===== config.mk =====
export PLATFORM = sky130hd
export DESIGN_NAME = axi_misrouting_slave
export DESIGN_NICKNAME = d
export VERILOG_FILES = /design/src/rtl/axi_pkg.sv /design/src/rtl/axi_sync_fifo.sv /design/src/rtl/axi_misrouting_slave.sv
export SDC_FILE = /design/constraint.sdc
export NUM_CORES = 1
export LEC_CHECK = 0
export ABC_AREA = 1
export CAP_MARGIN = 40
export CORE_ASPECT_RATIO = 1.75
export CORE_MARGIN = 3
export CORE_UTILIZATION = 41
export CTS_CLUSTER_DIAMETER = 30
export DETAILED_ROUTE_END_ITERATION = 16
export GPL_ROUTABILITY_DRIVEN = 0
export PLACE_DENSITY = 0.76
export SYNTH_ARGS = -nofsm -noshare
export SYNTH_HDL_FRONTEND = slang
export SYNTH_SLANG_ARGS = --single-unit

===== constraint.sdc =====
create_clock -name ACLK -period 1.7 [get_ports ACLK]
set_input_delay 0.34 -clock ACLK [delete_from_list [all_inputs] [get_ports ACLK]]
set_output_delay 0.34 -clock ACLK [all_outputs]
set_load 0.02 [all_outputs]

===== src/rtl/axi_pkg.sv =====
// rtl/axi_pkg.sv - shared AXI response codes and packed-channel field offsets
package axi_pkg;

  localparam logic [1:0] RESP_OKAY   = 2'b00;
  localparam logic [1:0] RESP_EXOKAY = 2'b01;
  localparam logic [1:0] RESP_SLVERR = 2'b10;
  localparam logic [1:0] RESP_DECERR = 2'b11;

  // AR/AW layout: {ID, ADDR, LEN[7:0], SIZE[2:0], BURST[1:0]}
  localparam int AX_LEN_W     = 8;
  localparam int AX_BURST_LSB = 0;
  localparam int AX_SIZE_LSB  = 2;
  localparam int AX_LEN_LSB   = 5;
  localparam int AX_ADDR_LSB  = 13;

  // W layout: {DATA, STRB, LAST}
  localparam int W_LAST_BIT = 0;
  localparam int W_STRB_LSB = 1;

  function automatic int ax_id_lsb(input int addr_w);
    return AX_ADDR_LSB + addr_w;
  endfunction

  function automatic int w_data_lsb(input int data_w);
    return W_STRB_LSB + data_w / 8;
  endfunction

  // R layout: {DATA, RESP[1:0], LAST, ID}
  function automatic int r_last_bit(input int id_w);
    return id_w;
  endfunction

  function automatic int r_resp_lsb(input int id_w);
    return id_w + 1;
  endfunction

  function automatic int r_data_lsb(input int id_w);
    return id_w + 3;
  endfunction

  // B layout: {RESP[1:0], ID}
  function automatic int b_resp_lsb(input int id_w);
    return id_w;
  endfunction

endpackage


===== src/rtl/axi_sync_fifo.sv =====
// rtl/axi_sync_fifo.sv - parametrised synchronous FIFO with full/empty flags
module axi_sync_fifo #(
  parameter int WIDTH = 8,
  parameter int DEPTH = 4
) (
  input  logic             clk,
  input  logic             rst_n,
  input  logic             push,
  input  logic [WIDTH-1:0] push_data,
  input  logic             pop,
  output logic [WIDTH-1:0] head,
  output logic             full,
  output logic             empty
);

  localparam int PW = $clog2(DEPTH);

  logic [PW:0]      wr_ptr;
  logic [PW:0]      rd_ptr;
  logic [WIDTH-1:0] mem [DEPTH];
  logic             do_push;
  logic             do_pop;

  // A full queue refuses pushes even when a pop frees a slot this cycle.
  assign do_push = push && !full;
  assign do_pop  = pop && !empty;

  assign empty = (wr_ptr == rd_ptr);
  assign full  = (wr_ptr[PW] != rd_ptr[PW]) && (wr_ptr[PW-1:0] == rd_ptr[PW-1:0]);
  assign head  = mem[rd_ptr[PW-1:0]];

  // Pointers carry one extra wrap bit so full and empty are distinguishable.
  always_ff @(posedge clk or negedge rst_n) begin
    if (!rst_n) begin
      wr_ptr <= '0;
      rd_ptr <= '0;
    end else begin
      if (do_push) wr_ptr <= wr_ptr + (PW+1)'(1);
      if (do_pop)  rd_ptr <= rd_ptr + (PW+1)'(1);
    end
  end

  // Storage needs no reset; only slots behind the write pointer are ever read.
  always_ff @(posedge clk) begin
    if (do_push) mem[wr_ptr[PW-1:0]] <= push_data;
  end

endmodule


===== src/rtl/axi_misrouting_slave.sv =====
// rtl/axi_misrouting_slave.sv - default slave answering unmapped AXI bursts with an error response
module axi_misrouting_slave
  import axi_pkg::*;
#(
  parameter int          AXI_ID_WIDTH     = 1,
  parameter int          AXI_DATA_WIDTH   = 32,
  parameter int          AXI_ADDR_WIDTH   = 8,
  parameter int          AXI_ARCHAN_WIDTH = AXI_ID_WIDTH + AXI_ADDR_WIDTH + 13,
  parameter int          AXI_AWCHAN_WIDTH = AXI_ID_WIDTH + AXI_ADDR_WIDTH + 13,
  parameter int          AXI_WDCHAN_WIDTH = AXI_DATA_WIDTH + AXI_DATA_WIDTH / 8 + 1,
  parameter int          AXI_RDCHAN_WIDTH = AXI_ID_WIDTH + AXI_DATA_WIDTH + 3,
  parameter int          AXI_BCHAN_WIDTH  = AXI_ID_WIDTH + 2,
  parameter int          RD_DEPTH         = 4,
  parameter logic [1:0]  RESP_CODE        = RESP_DECERR,
  parameter int          ERR_CNT_WIDTH    = 16
) (
  input  logic                        ACLK,
  input  logic                        ARESETN,
  input  logic [AXI_ARCHAN_WIDTH-1:0] S_AXI_ARCH_i,
  input  logic                        S_AXI_ARCH_VALID_i,
  output logic                        S_AXI_ARCH_READY_o,
  output logic [AXI_RDCHAN_WIDTH-1:0] S_AXI_RCH_o,
  output logic                        S_AXI_RCH_VALID_o,
  input  logic                        S_AXI_RCH_READY_i,
  input  logic [AXI_AWCHAN_WIDTH-1:0] S_AXI_AWCH_i,
  input  logic                        S_AXI_AWCH_VALID_i,
  output logic                        S_AXI_AWCH_READY_o,
  input  logic [AXI_WDCHAN_WIDTH-1:0] S_AXI_WCH_i,
  input  logic                        S_AXI_WCH_VALID_i,
  output logic                        S_AXI_WCH_READY_o,
  output logic [AXI_BCHAN_WIDTH-1:0]  S_AXI_BCH_o,
  output logic                        S_AXI_BCH_VALID_o,
  input  logic                        S_AXI_BCH_READY_i,
  output logic [ERR_CNT_WIDTH-1:0]    RD_ERR_CNT_o,
  output logic [ERR_CNT_WIDTH-1:0]    WR_ERR_CNT_o
);

  localparam int AX_ID_LSB = ax_id_lsb(AXI_ADDR_WIDTH);
  localparam int Q_WIDTH   = AXI_ID_WIDTH + AX_LEN_W;

  typedef enum logic [1:0] {
    W_IDLE,
    W_DRAIN,
    W_RESP
  } w_state_t;

  // ---------------- read path ----------------
  logic [AXI_ID_WIDTH-1:0]  ar_id;
  logic [AX_LEN_W-1:0]      ar_len;
  logic [Q_WIDTH-1:0]       q_head;
  logic [AXI_ID_WIDTH-1:0]  head_id;
  logic [AX_LEN_W-1:0]      head_len;
  logic                     q_full;
  logic                     q_empty;
  logic                     ar_hs;
  logic                     r_hs;
  logic                     r_last;
  logic [AX_LEN_W-1:0]      beat_cnt;
  logic [ERR_CNT_WIDTH-1:0] rd_err_cnt;

  assign ar_id  = S_AXI_ARCH_i[AX_ID_LSB +: AXI_ID_WIDTH];
  assign ar_len = S_AXI_ARCH_i[AX_LEN_LSB +: AX_LEN_W];

  assign S_AXI_ARCH_READY_o = !q_full;
  assign ar_hs              = S_AXI_ARCH_VALID_i && !q_full;

  axi_sync_fifo #(
    .WIDTH (Q_WIDTH),
    .DEPTH (RD_DEPTH)
  ) u_ar_queue (
    .clk       (ACLK),
    .rst_n     (ARESETN),
    .push      (ar_hs),
    .push_data ({ar_id, ar_len}),
    .pop       (r_hs && r_last),
    .head      (q_head),
    .full      (q_full),
    .empty     (q_empty)
  );

  assign head_id  = q_head[AX_LEN_W +: AXI_ID_WIDTH];
  assign head_len = q_head[AX_LEN_W-1:0];

  assign S_AXI_RCH_VALID_o = !q_empty;
  assign r_hs              = !q_empty && S_AXI_RCH_READY_i;
  assign r_last            = (beat_cnt == head_len);
  assign S_AXI_RCH_o       = {{AXI_DATA_WIDTH{1'b0}}, RESP_CODE, r_last, head_id};
  assign RD_ERR_CNT_o      = rd_err_cnt;

  // Beat position within the head burst; completing a burst bumps the read error count.
  always_ff @(posedge ACLK or negedge ARESETN) begin
    if (!ARESETN) begin
      beat_cnt   <= '0;
      rd_err_cnt <= '0;
    end else if (r_hs) begin
      if (r_last) begin
        beat_cnt <= '0;
        if (rd_err_cnt != '1) rd_err_cnt <= rd_err_cnt + ERR_CNT_WIDTH'(1);
      end else begin
        beat_cnt <= beat_cnt + AX_LEN_W'(1);
      end
    end
  end

  // ---------------- write path ----------------
  w_state_t                 w_state;
  w_state_t                 w_state_nxt;
  logic [AXI_ID_WIDTH-1:0]  wr_id;
  logic [ERR_CNT_WIDTH-1:0] wr_err_cnt;
  logic                     w_last;

  assign w_last       = S_AXI_WCH_i[W_LAST_BIT];
  assign S_AXI_BCH_o  = {RESP_CODE, wr_id};
  assign WR_ERR_CNT_o = wr_err_cnt;

  // Write FSM state register.
  always_ff @(posedge ACLK or negedge ARESETN) begin
    if (!ARESETN) w_state <= W_IDLE;
    else          w_state <= w_state_nxt;
  end

  // Next state and channel handshakes; WLAST alone ends the burst, AWLEN is not consulted.
  always_comb begin
    w_state_nxt        = w_state;
    S_AXI_AWCH_READY_o = 1'b0;
    S_AXI_WCH_READY_o  = 1'b0;
    S_AXI_BCH_VALID_o  = 1'b0;
    case (w_state)
      W_IDLE: begin
        S_AXI_AWCH_READY_o = 1'b1;
        if (S_AXI_AWCH_VALID_i) w_state_nxt = W_DRAIN;
      end
      W_DRAIN: begin
        S_AXI_WCH_READY_o = 1'b1;
        if (S_AXI_WCH_VALID_i && w_last) w_state_nxt = W_RESP;
      end
      W_RESP: begin
        S_AXI_BCH_VALID_o = 1'b1;
        if (S_AXI_BCH_READY_i) w_state_nxt = W_IDLE;
      end
      default: w_state_nxt = W_IDLE;
    endcase
  end

  // Capture the AW ID for the B response and count completed writes.
  always_ff @(posedge ACLK or negedge ARESETN) begin
    if (!ARESETN) begin
      wr_id      <= '0;
      wr_err_cnt <= '0;
    end else begin
      if (w_state == W_IDLE && S_AXI_AWCH_VALID_i)
        wr_id <= S_AXI_AWCH_i[AX_ID_LSB +: AXI_ID_WIDTH];
      if (w_state == W_RESP && S_AXI_BCH_READY_i && wr_err_cnt != '1)
        wr_err_cnt <= wr_err_cnt + ERR_CNT_WIDTH'(1);
    end
  end

  // Address, size, burst, AWLEN, write data and strobes are deliberately ignored.
  logic unused_payload;
  assign unused_payload = ^{S_AXI_ARCH_i[AX_LEN_LSB-1:0],
                            S_AXI_ARCH_i[AX_ID_LSB-1:AX_LEN_LSB+AX_LEN_W],
                            S_AXI_AWCH_i[AX_ID_LSB-1:0],
                            S_AXI_WCH_i[AXI_WDCHAN_WIDTH-1:1]};

endmodule


After elaboration in Yosys (flattened, before gate mapping)
Memory sizes are Yosys's and may differ from the RTL's.
Index checks and enable logic that the tools add are counted.

storage, ports and cells
  bits of input ports = 88
  RAM bits = 36
  register bits = 49
  output and inout port bits = 76
  memories kept = 1
  word-level logic and storage cells = 49

memory list
  memory          words  width  read ports  clocked after memory_dff  wr ports  line                 text
  u_ar_queue.mem  4      9      1           0                         1         axi_sync_fifo.sv:20  logic [WIDTH-1:0] mem [DEPTH];

operators by class
  muxes and demuxes = 10
  equal/unequal tests = 11
  reduce and logical (&&, ||, !) cells = 15
  add/subtract/negate cells = 5

operators with widths
  operator                                                               count
  16-bit by 1-bit adder with 16-bit output, second input constant        2
  16-bit != test, second input constant                                  2
  1-bit logical AND                                                      10
  8-bit by 1-bit adder with 8-bit output, second input constant          1
  8-bit equality test                                                    1
  8-bit 2-to-1 mux                                                       1
  3-bit by 1-bit adder with 3-bit output, second input constant          2
  2-bit 2-to-1 mux                                                       3
  2-bit != test, second input constant                                   3
  2-bit one-hot mux with 3 select lines                                  1
  3-bit AND reduction                                                    2
  1-bit 2-to-1 mux                                                       5
  3-bit equality test                                                    1
  2-bit by 1-bit equality test with 1-bit output, second input constant  1
  2-bit equality test                                                    1
  2-bit equality test, second input constant                             1
  1-bit logical NOT                                                      2
  2-bit logical NOT                                                      1
  1-bit != test                                                          1

Logic depth before layout (Yosys ltp)
Gate-level depths: netlist (run 1).

  depth in word-level cells = 7
  gate-level depth with buffers = 14
  depth with buffers taken out = 13

By module
From an unflattened synthesis (run 1), not the netlist that was laid out.

unflattened totals
  cell total of the unflattened synthesis = 590
  area, all modules = 4855.9 um2

by module, submodules not included
  module                seq. area each (um2)  area an instance (um2)  cells an instance  times used
  axi_misrouting_slave  1076.0                3089.2                  442                1
  axi_sync_fifo         1231.2                1766.7                  148                1

Worst setup path before layout (run 1)
Ideal clock, no wire load.

  path type = register to register
  from = register u_ar_queue.rd_ptr[1]
  to = memory u_ar_queue.mem[3][0] in the netlist's numbering (enable)
  arrival time = 1618 ps
  setup slack = -295 ps
  period minus slack after synthesis = 1995 ps
  buffers on the path = 1
  stages on the path, launching flop included = 6
  data required time = 1323 ps
  path through = dfrtp_1 buf_4 xnor2_1 nand3b_1 nand2_1 nor2_1

on the way
  cells in the longest elaborated chain, start to end = 7

ends and longest elaborated chain
  what                                        line                        text
  start, declared                             axi_sync_fifo.sv:19         logic [PW:0] rd_ptr;
  start signal, assigned                      axi_sync_fifo.sv:39         if (do_pop) rd_ptr <= rd_ptr + (PW+1)'(1);
  2-bit equality test (*)                     axi_sync_fifo.sv:29         assign full = (wr_ptr[PW] != rd_ptr[PW]) && (wr_ptr[PW-1:0] == rd_ptr[PW-1:0]);
  1-bit logical AND (*)                       axi_sync_fifo.sv:29
  1-bit logical NOT (*)                       -
  net S_AXI_ARCH_READY_o                      axi_misrouting_slave.sv:21  output logic S_AXI_ARCH_READY_o,
  1-bit logical AND                           axi_misrouting_slave.sv:65  assign ar_hs = S_AXI_ARCH_VALID_i && !q_full;
  1-bit logical AND (*)                       axi_sync_fifo.sv:25         assign do_push = push && !full;
  1-bit 2-to-1 mux (*)                        axi_sync_fifo.sv:45         if (do_push) mem[wr_ptr[PW-1:0]] <= push_data;
  1-bit 2-to-1 mux (not written as such) (*)  axi_sync_fifo.sv:45
  end, declared                               axi_sync_fifo.sv:20

Mark *: on every way through the listed nets, which the timed path passes. The rest lies on a longest branch.

Final worst setup path (run 1)
  from = register u_ar_queue.rd_ptr[0]
  to = output port S_AXI_RCH_o[1]

on the way
  cells in the longest elaborated chain, start to end = 2

ends and longest elaborated chain
  what                 line                        text
  memory 4 x 9 bit     -
  8-bit equality test  axi_misrouting_slave.sv:86  assign r_last = (beat_cnt == head_len);
  end, declared        axi_misrouting_slave.sv:22  output logic [AXI_RDCHAN_WIDTH-1:0] S_AXI_RCH_o,

No other way between the ends.

==> qor.yml, run 1 <==
yosys:
  synth.area.mux_share_pct: 0.237
  synth_adder_area_share_pct: 2.11
  synth.avg_cell_area_sq_um: 8.67
  netlist-cell-type-count: 32
  synth_seq_area_share_pct: 48.6
  compound_cell_area_share_of_the_yosys_netlist_pct: 2.14
  synth-main-ff-cell: "dfrtp_1"
  syn-instance-count: 547
  post_synth_and_or_nand_nor_area_fraction_pct: 28.3
  yosys_register_bits: 85
  post_synthesis_instance_area_sq_um: 4740
  yosysWarningCount: 0
  ys_async_sr_fraction_pct: 57.6
  synth_top_family_by_area: "simple AND/OR/NAND/NOR gates"
  synth_edf_count: 36
  yosys.area_share.xor_xnor_pct: 6.46
worst_setup_path:
  worst_setup_path_end_kind: "output pin"
  worstRegToRegCells: 14
  critical_path_class: "register to output pin"
  worst-path-max-fanout: 7
  reg2reg_from: "u_ar_queue.rd_ptr[0]$_DFFE_PN0P_"
  largest_delay_share_family_worst_path: "simple AND/OR/NAND/NOR gates"
  critical_path.slowest_cell: "dfrtp_2"
  r2r-end: "RD_ERR_CNT_o[14]$_DFFE_PN0P_"
  timing.critical_path.cells: "buf_4 > buf_6 > nand2_1 > nand3_2 > nand2_1 > nand2_1 > nand2_1 > nand2_2 > inv_2 > nand2_4 > nor2_8 > buf_6"
  timing.critical_path.required_ps: 1360
  critical_path_startpoint_category: "register"
  cpMostUsedCell: "nand2_1"
  critPathBufInv: 4
  critPathArrivalTime_ps: 1880
  rrSetupSlack_ps: -470
  critical_path.max_stage_delay_ps: 470
global_route:
  grt_pass1_vias: 4143
  grt_start_max_net_pins: 26
  overflow: 0
  grt_first_pass_wirelength_microns: 18900
  grt_antenna_before_repair: 0
  grt.total_usage_pct: 18.3
run_status:
  status: "finished with violations"
  failed_checks: "negative hold slack, negative setup slack"
floorplanning:
  initial_util_pct: 42.2
  floorplan.die_area_sq_um: 12900
  width_of_the_chip_microns: 87.3
  io-pin-count: 164
  die_h_microns: 148
  num_rows: 51
  core_region_sq_um: 11200
pwr:
  power_switching_share_pct: 38.1
  power.static_leakage_nw: 3.19
  total_switching_power_mw: 3.44
  internal-power_mw: 5.60
  share_seq_of_total_power_pct: 33.6
  cellPowerDensity_nw_per_um2: 1370
  irDropWorstVdd_mv: 0.694
  p_clk_share_pct: 23.5
  share_of_power_burned_in_combinational_logic_pct: 42.9
detailed_routing:
  num_vias: 4247
  dr_wl_met2_microns: 6710
  dr.max_layer_used: "met4"
  wire_per_inst_microns: 15.1
  finalWirelength_microns: 12300
  avgViaCountPerCell: 5.23
  number_of_detailed_route_iterations_in_the_first_pass: 4
  drt-initial-drc-count: 215
  routed_wl_met3_microns: 601
  detail-route-antenna-nets: 0
  wirelength_met1_microns: 4420
  drcViolationCount: 0
timing:
  worst_slew_pin_slew_ps: 594
  final.period_utilization_pct: 131
  max_clock_freq_ghz: 0.451
  grt_setup_unrepaired: "true"
  post-route-worst-setup-slack_ps: -519
  final_max_slew_viol_count: 0
  setup_viol: 68
  final-hold-violation-count: 5
  hold-worst-slack_ps: -3.48
  finalWorstPathRequiredPeriod_ps: 2220
  relSlewSlack_pct: 60.4
  finClkSkew_ps: 8.19
flow_run:
  maxCapViolCount: 0
min_path:
  worstHoldPathType: "input pin to asynchronous set/reset pin"
clocking:
  clock_input_transition_at_the_sequential_cells_of_the_worst_setup_and_hold_paths_ps: 70
  clk-insertion-delay-late_ps: 340
  cts_tree: "done"
  cts_hold_buf: 0
  cts_max_level: 3
  clk_root_buffer_cell: "clkbuf_16"
  cts_buffers: 9
  ctsLongestPathBuffers: 2
  clkSinkCount: 85
finish:
  drive_gt1_share_pct: 26.8
  final_core_util_pct: 58.9
  final.fill_count: 914
  diode_insertion_count_for_antenna_repair: 0
  most_common_cell_after_layout_fill_and_taps_aside: "nand2_1"
  fin_nets: 771
  layout_common_cells: "nand2_1, buf_4, inv_1"
  syn2layout_area_growth_pct: 39.4
placement:
  dp.final_hpwl_microns: 8200
  buffer_ports.inserted: 57
-- worst reg2reg max path: cells and delay by family (launching register included) --
family | cells | cell delay [ps]
DFF | 1 | 470
buffers and inverters | 4 | 540
and+or+nand+nor | 10 | 1040
-- sequential cells by signal, summed over array words and instances, names as in the netlist --
register           count
RD_ERR_CNT_o          16
WR_ERR_CNT_o          16
w_state                2
u_ar_queue.rd_ptr      3
wr_id                  1
u_ar_queue.mem        36
u_ar_queue.wr_ptr      3
beat_cnt               8
-- per-layer routing --
| metal | global-route usage (%) | vias up |
|---|---|---|
| li1 | - | 1977 |
| met1 | 19.0 | 2057 |
| met2 | 33.6 | 163 |
| met3 | 3.77 | 50 |
| met4 | 9.37 | 0 |
| met5 | 0 | - |
-- final cells by class --
| type | instances | area [sq um] | share of cell area, % |
|---|---|---|---|
| clock buffers | 9 | 225 | 3.41 |
| clock inverters | 7 | 98.8 | 1.50 |
| inverters | 52 | 203 | 3.07 |
| multi-input cells | 396 | 2400 | 36.3 |
| flip-flops and latches | 85 | 2310 | 35.0 |
| well taps | 132 | 165 | 2.50 |
| repair buffers | 129 | 1190 | 18.1 |
| repair inverters | 2 | 15.0 | 0.227 |
-- cell usage after synthesis, types with 8 or more instances --
library cell    n  share of area, %
nand2_1       164                13
nor2_1         27               2.1
nand3_1        48               5.1
nor3_1          9              0.95
xnor2_1         9               1.7
ha_1            8               2.1
edfxtp_1       36                23
buf_4          43               6.8
xor2_1         26               4.8
o21ai_0        15               1.6
nand4_1        23               3.0
inv_1          48               3.8
dfrtp_1        49                26
-- worst max path at each step --
stage	slack (ps)	from	depth (start not counted)	end
floorplan	-150	u_ar_queue.rd_ptr[0]$_DFFE_PN0P_	12	S_AXI_RCH_o[1]
global placement	-530	u_ar_queue.rd_ptr[0]$_DFFE_PN0P_	10	S_AXI_RCH_o[1]
detailed placement	-600	u_ar_queue.rd_ptr[0]$_DFFE_PN0P_	10	S_AXI_RCH_o[1]
CTS	-470	u_ar_queue.rd_ptr[0]$_DFFE_PN0P_	11	S_AXI_RCH_o[1]
global route	-610	u_ar_queue.rd_ptr[0]$_DFFE_PN0P_	12	S_AXI_RCH_o[1]
finish	-520	u_ar_queue.rd_ptr[0]$_DFFE_PN0P_	12	S_AXI_RCH_o[1]
-- power by group through the flow --
stage	sequential, mW	combinational, mW	clock, mW
after floorplan	3.12	1.86	0
after detailed placement	3.02	3.24	0
after global placement	2.99	3.14	0
final	3.03	3.87	2.13
after CTS	3.02	3.39	2.15
after global routing	3.08	4.22	2.24
-- per-stage QoR --
stage          worst slack [ps]  instances  area [sq um]  power [mW]  setup TNS (ps)
6_report                   -519        812          6610        9.03          -14410
5_1_grt                    -607        812          6610        9.54          -19930
4_1_cts                    -469        796          6230        8.57          -14010
3_5_place_dp               -597        771          5740        6.26           -8810
3_3_place_gp               -529        771          5740        6.13           -6560
2_1_floorplan              -146        581          4990        4.98            -227
-- what timing repair did --
item,in CTS,in global routing
resized for setup,83,69
buffers inserted,5,15
gates cloned,4,1
pin swaps,17,26
setup endpoints to repair,82,83
-- cell families after synthesis --
family | after synthesis
buffers and inverters | 102
AOI/OAI and AO/OA | 20
xor gates and xnor gates | 35
adders and majority gates | 8
other | 2
muxes | 1
and+or+nand+nor | 294
DFF | 85
Power figures use the tool's default switching activity.
==> run 2, diff against run 1 <==
--- a/config.mk
+++ b/config.mk
@@ -13,6 +13,7 @@
 export CTS_CLUSTER_DIAMETER = 30
 export DETAILED_ROUTE_END_ITERATION = 16
 export GPL_ROUTABILITY_DRIVEN = 0
+export HOLD_SLACK_MARGIN = 0.1
 export PLACE_DENSITY = 0.76
 export SYNTH_ARGS = -nofsm -noshare
 export SYNTH_HDL_FRONTEND = slang
==> qor.yml, run 2 (synthesis results as in run 1) <==
pwr:
  share_of_power_burned_in_combinational_logic_pct: 42.9
  power_switching_share_pct: 38.0
  share_seq_of_total_power_pct: 33.6
  power.static_leakage_nw: 3.19
  irDropWorstVdd_mv: 0.694
  total_switching_power_mw: 3.44
  p_clk_share_pct: 23.5
  cellPowerDensity_nw_per_um2: 1360
  internal-power_mw: 5.60
finish:
  most_common_cell_after_layout_fill_and_taps_aside: "nand2_1"
  largest_register_ffs: 36
  diode_insertion_count_for_antenna_repair: 0
  layout_common_cells: "nand2_1, buf_4, inv_1"
  fin_area_sq_um: 6620
  final.fill_count: 913
  fin_nets: 772
  drive_gt1_share_pct: 26.7
  syn2layout_area_growth_pct: 39.6
worst_setup_path:
  timing.critical_path.required_ps: 1360
  critical_path_startpoint_category: "register"
  r2r-end: "RD_ERR_CNT_o[14]$_DFFE_PN0P_"
  critical_path_class: "register to output pin"
  worst_setup_path_end_kind: "output pin"
  critPathArrivalTime_ps: 1880
  worst-path-max-fanout: 7
  rrSetupSlack_ps: -470
  worstRegToRegCells: 14
  reg2reg_from: "u_ar_queue.rd_ptr[0]$_DFFE_PN0P_"
global_route:
  grt_start_max_net_pins: 26
  grt_antenna_before_repair: 0
  grt.total_usage_pct: 18.3
  grt_first_pass_wirelength_microns: 18900
  overflow: 0
  grt_pass1_vias: 4144
floorplanning:
  die_h_microns: 148
  width_of_the_chip_microns: 87.3
  floorplan.die_area_sq_um: 12900
  initial_util_pct: 42.2
  core_region_sq_um: 11200
  io-pin-count: 164
  num_rows: 51
clocking:
  cts_max_level: 3
  ctsLongestPathBuffers: 2
  clock_input_transition_at_the_sequential_cells_of_the_worst_setup_and_hold_paths_ps: 60
  clk-insertion-delay-late_ps: 340
  cts_buffers: 9
  clkSinkCount: 85
  cts_tree: "done"
  clk_root_buffer_cell: "clkbuf_16"
timing:
  max_clock_freq_ghz: 0.450
  worst_slew_pin_slew_ps: 596
  hold-worst-slack_ps: 511
  final-hold-violation-count: 0
  setup_viol: 68
  post-route-worst-setup-slack_ps: -521
  finClkSkew_ps: 8.13
  grt_setup_unrepaired: "true"
  final.period_utilization_pct: 131
  finalWorstPathRequiredPeriod_ps: 2220
  relSlewSlack_pct: 60.3
  final_max_slew_viol_count: 0
run_status:
  status: "finished with violations"
  failed_checks: "negative setup slack"
placement:
  buffer_ports.inserted: 57
  dpl_cell_area_sq_um: 5740
  dp_slack_ps: -597
  dp.final_hpwl_microns: 8200
flow_run:
  maxCapViolCount: 0
min_path:
  min_to: "wr_id$_DFFE_PN0P_"
  worstHoldStart: "wr_id$_DFFE_PN0P_"
  worstHoldPathType: "register to register"
  hold-path-cell-count: 1
detailed_routing:
  avgViaCountPerCell: 5.19
  num_vias: 4217
  number_of_detailed_route_iterations_in_the_first_pass: 5
  drcViolationCount: 0
  drt-initial-drc-count: 215
  detail-route-antenna-nets: 0
  wire_per_inst_microns: 15.1
  finalWirelength_microns: 12200
[run 2: cell types whose count changed in the layout (fill, tap and decap cells not counted)]
cell / before / now
dlygate4sd3_1: 0 / 1
[run 2: critical path, cell delays in order, from the launching register on]
cell and delay, ps:
dfrtp_2 470, buf_4 160, buf_6 120, nand2_1 70, nand3_2 90, nand2_1 80, nand2_1 40, nand2_1 70
nand2_2 70, inv_2 70, nand2_4 60, nor2_8 110, buf_6 120
[run 2: stage by stage]
step | power (mW) | std cells | util (%) | setup TNS, ps
global route | 9.54 | 813 | 59.0 | -19930
finish | 9.03 | 813 | 59.0 | -14490
global placement | 6.13 | 771 | 51.1 | -6560
floorplan | 4.98 | 581 | - | -227
detailed placement | 6.26 | 771 | 51.1 | -8810
CTS | 8.57 | 797 | 55.5 | -14010
[run 2: cell type report]
cell class	count	area, sq um	share of cell area, %
inverter	52	203	3.06
sequential	85	2310	34.9
multi-input combinational	396	2400	36.2
clock inverter	7	98.8	1.49
clock buffer	9	225	3.40
timing repair buffer	130	1200	18.2
timing repair inverter	2	15.0	0.227
tap	132	165	2.49
[run 2: how the worst max path moves through the flow]
stage / end / startpoint / slack [ps] / cells past startpoint
2_1_floorplan: S_AXI_RCH_o[1] / u_ar_queue.rd_ptr[0]$_DFFE_PN0P_ / -150 / 12
3_3_place_gp: S_AXI_RCH_o[1] / u_ar_queue.rd_ptr[0]$_DFFE_PN0P_ / -530 / 10
3_5_place_dp: S_AXI_RCH_o[1] / u_ar_queue.rd_ptr[0]$_DFFE_PN0P_ / -600 / 10
4_1_cts: S_AXI_RCH_o[1] / u_ar_queue.rd_ptr[0]$_DFFE_PN0P_ / -470 / 11
5_1_grt: S_AXI_RCH_o[1] / u_ar_queue.rd_ptr[0]$_DFFE_PN0P_ / -610 / 12
6_report: S_AXI_RCH_o[1] / u_ar_queue.rd_ptr[0]$_DFFE_PN0P_ / -520 / 12
[run 2: metal layers]
layer | wire length, microns | global-route usage (%) | share of wire [%]
met5 | 0 | 0 | 0
met4 | 549 | 9.37 | 4.5
met3 | 608 | 3.77 | 5.0
met2 | 6670 | 33.6 | 55
met1 | 4400 | 19.0 | 36
[run 2: power by group through the flow]
stage / clock [mW] / combinational, mW / sequential (mW)
finish: 2.13 / 3.88 / 3.03
global route: 2.24 / 4.22 / 3.08
CTS: 2.15 / 3.39 / 3.02
detailed placement: 0 / 3.24 / 3.02
global placement: 0 / 3.14 / 2.99
floorplan: 0 / 1.86 / 3.12
[run 2: repair_timing]
| item | in CTS | in global routing |
|---|---|---|
| endpoints found under the hold margin | 24 | 0 |
| gates resized for setup | 83 | 69 |
| pin swaps | 17 | 26 |
| setup endpoints to repair | 82 | 83 |
| setup buffers | 5 | 15 |
| hold buffers | 1 | 0 |
| cloned | 4 | 1 |
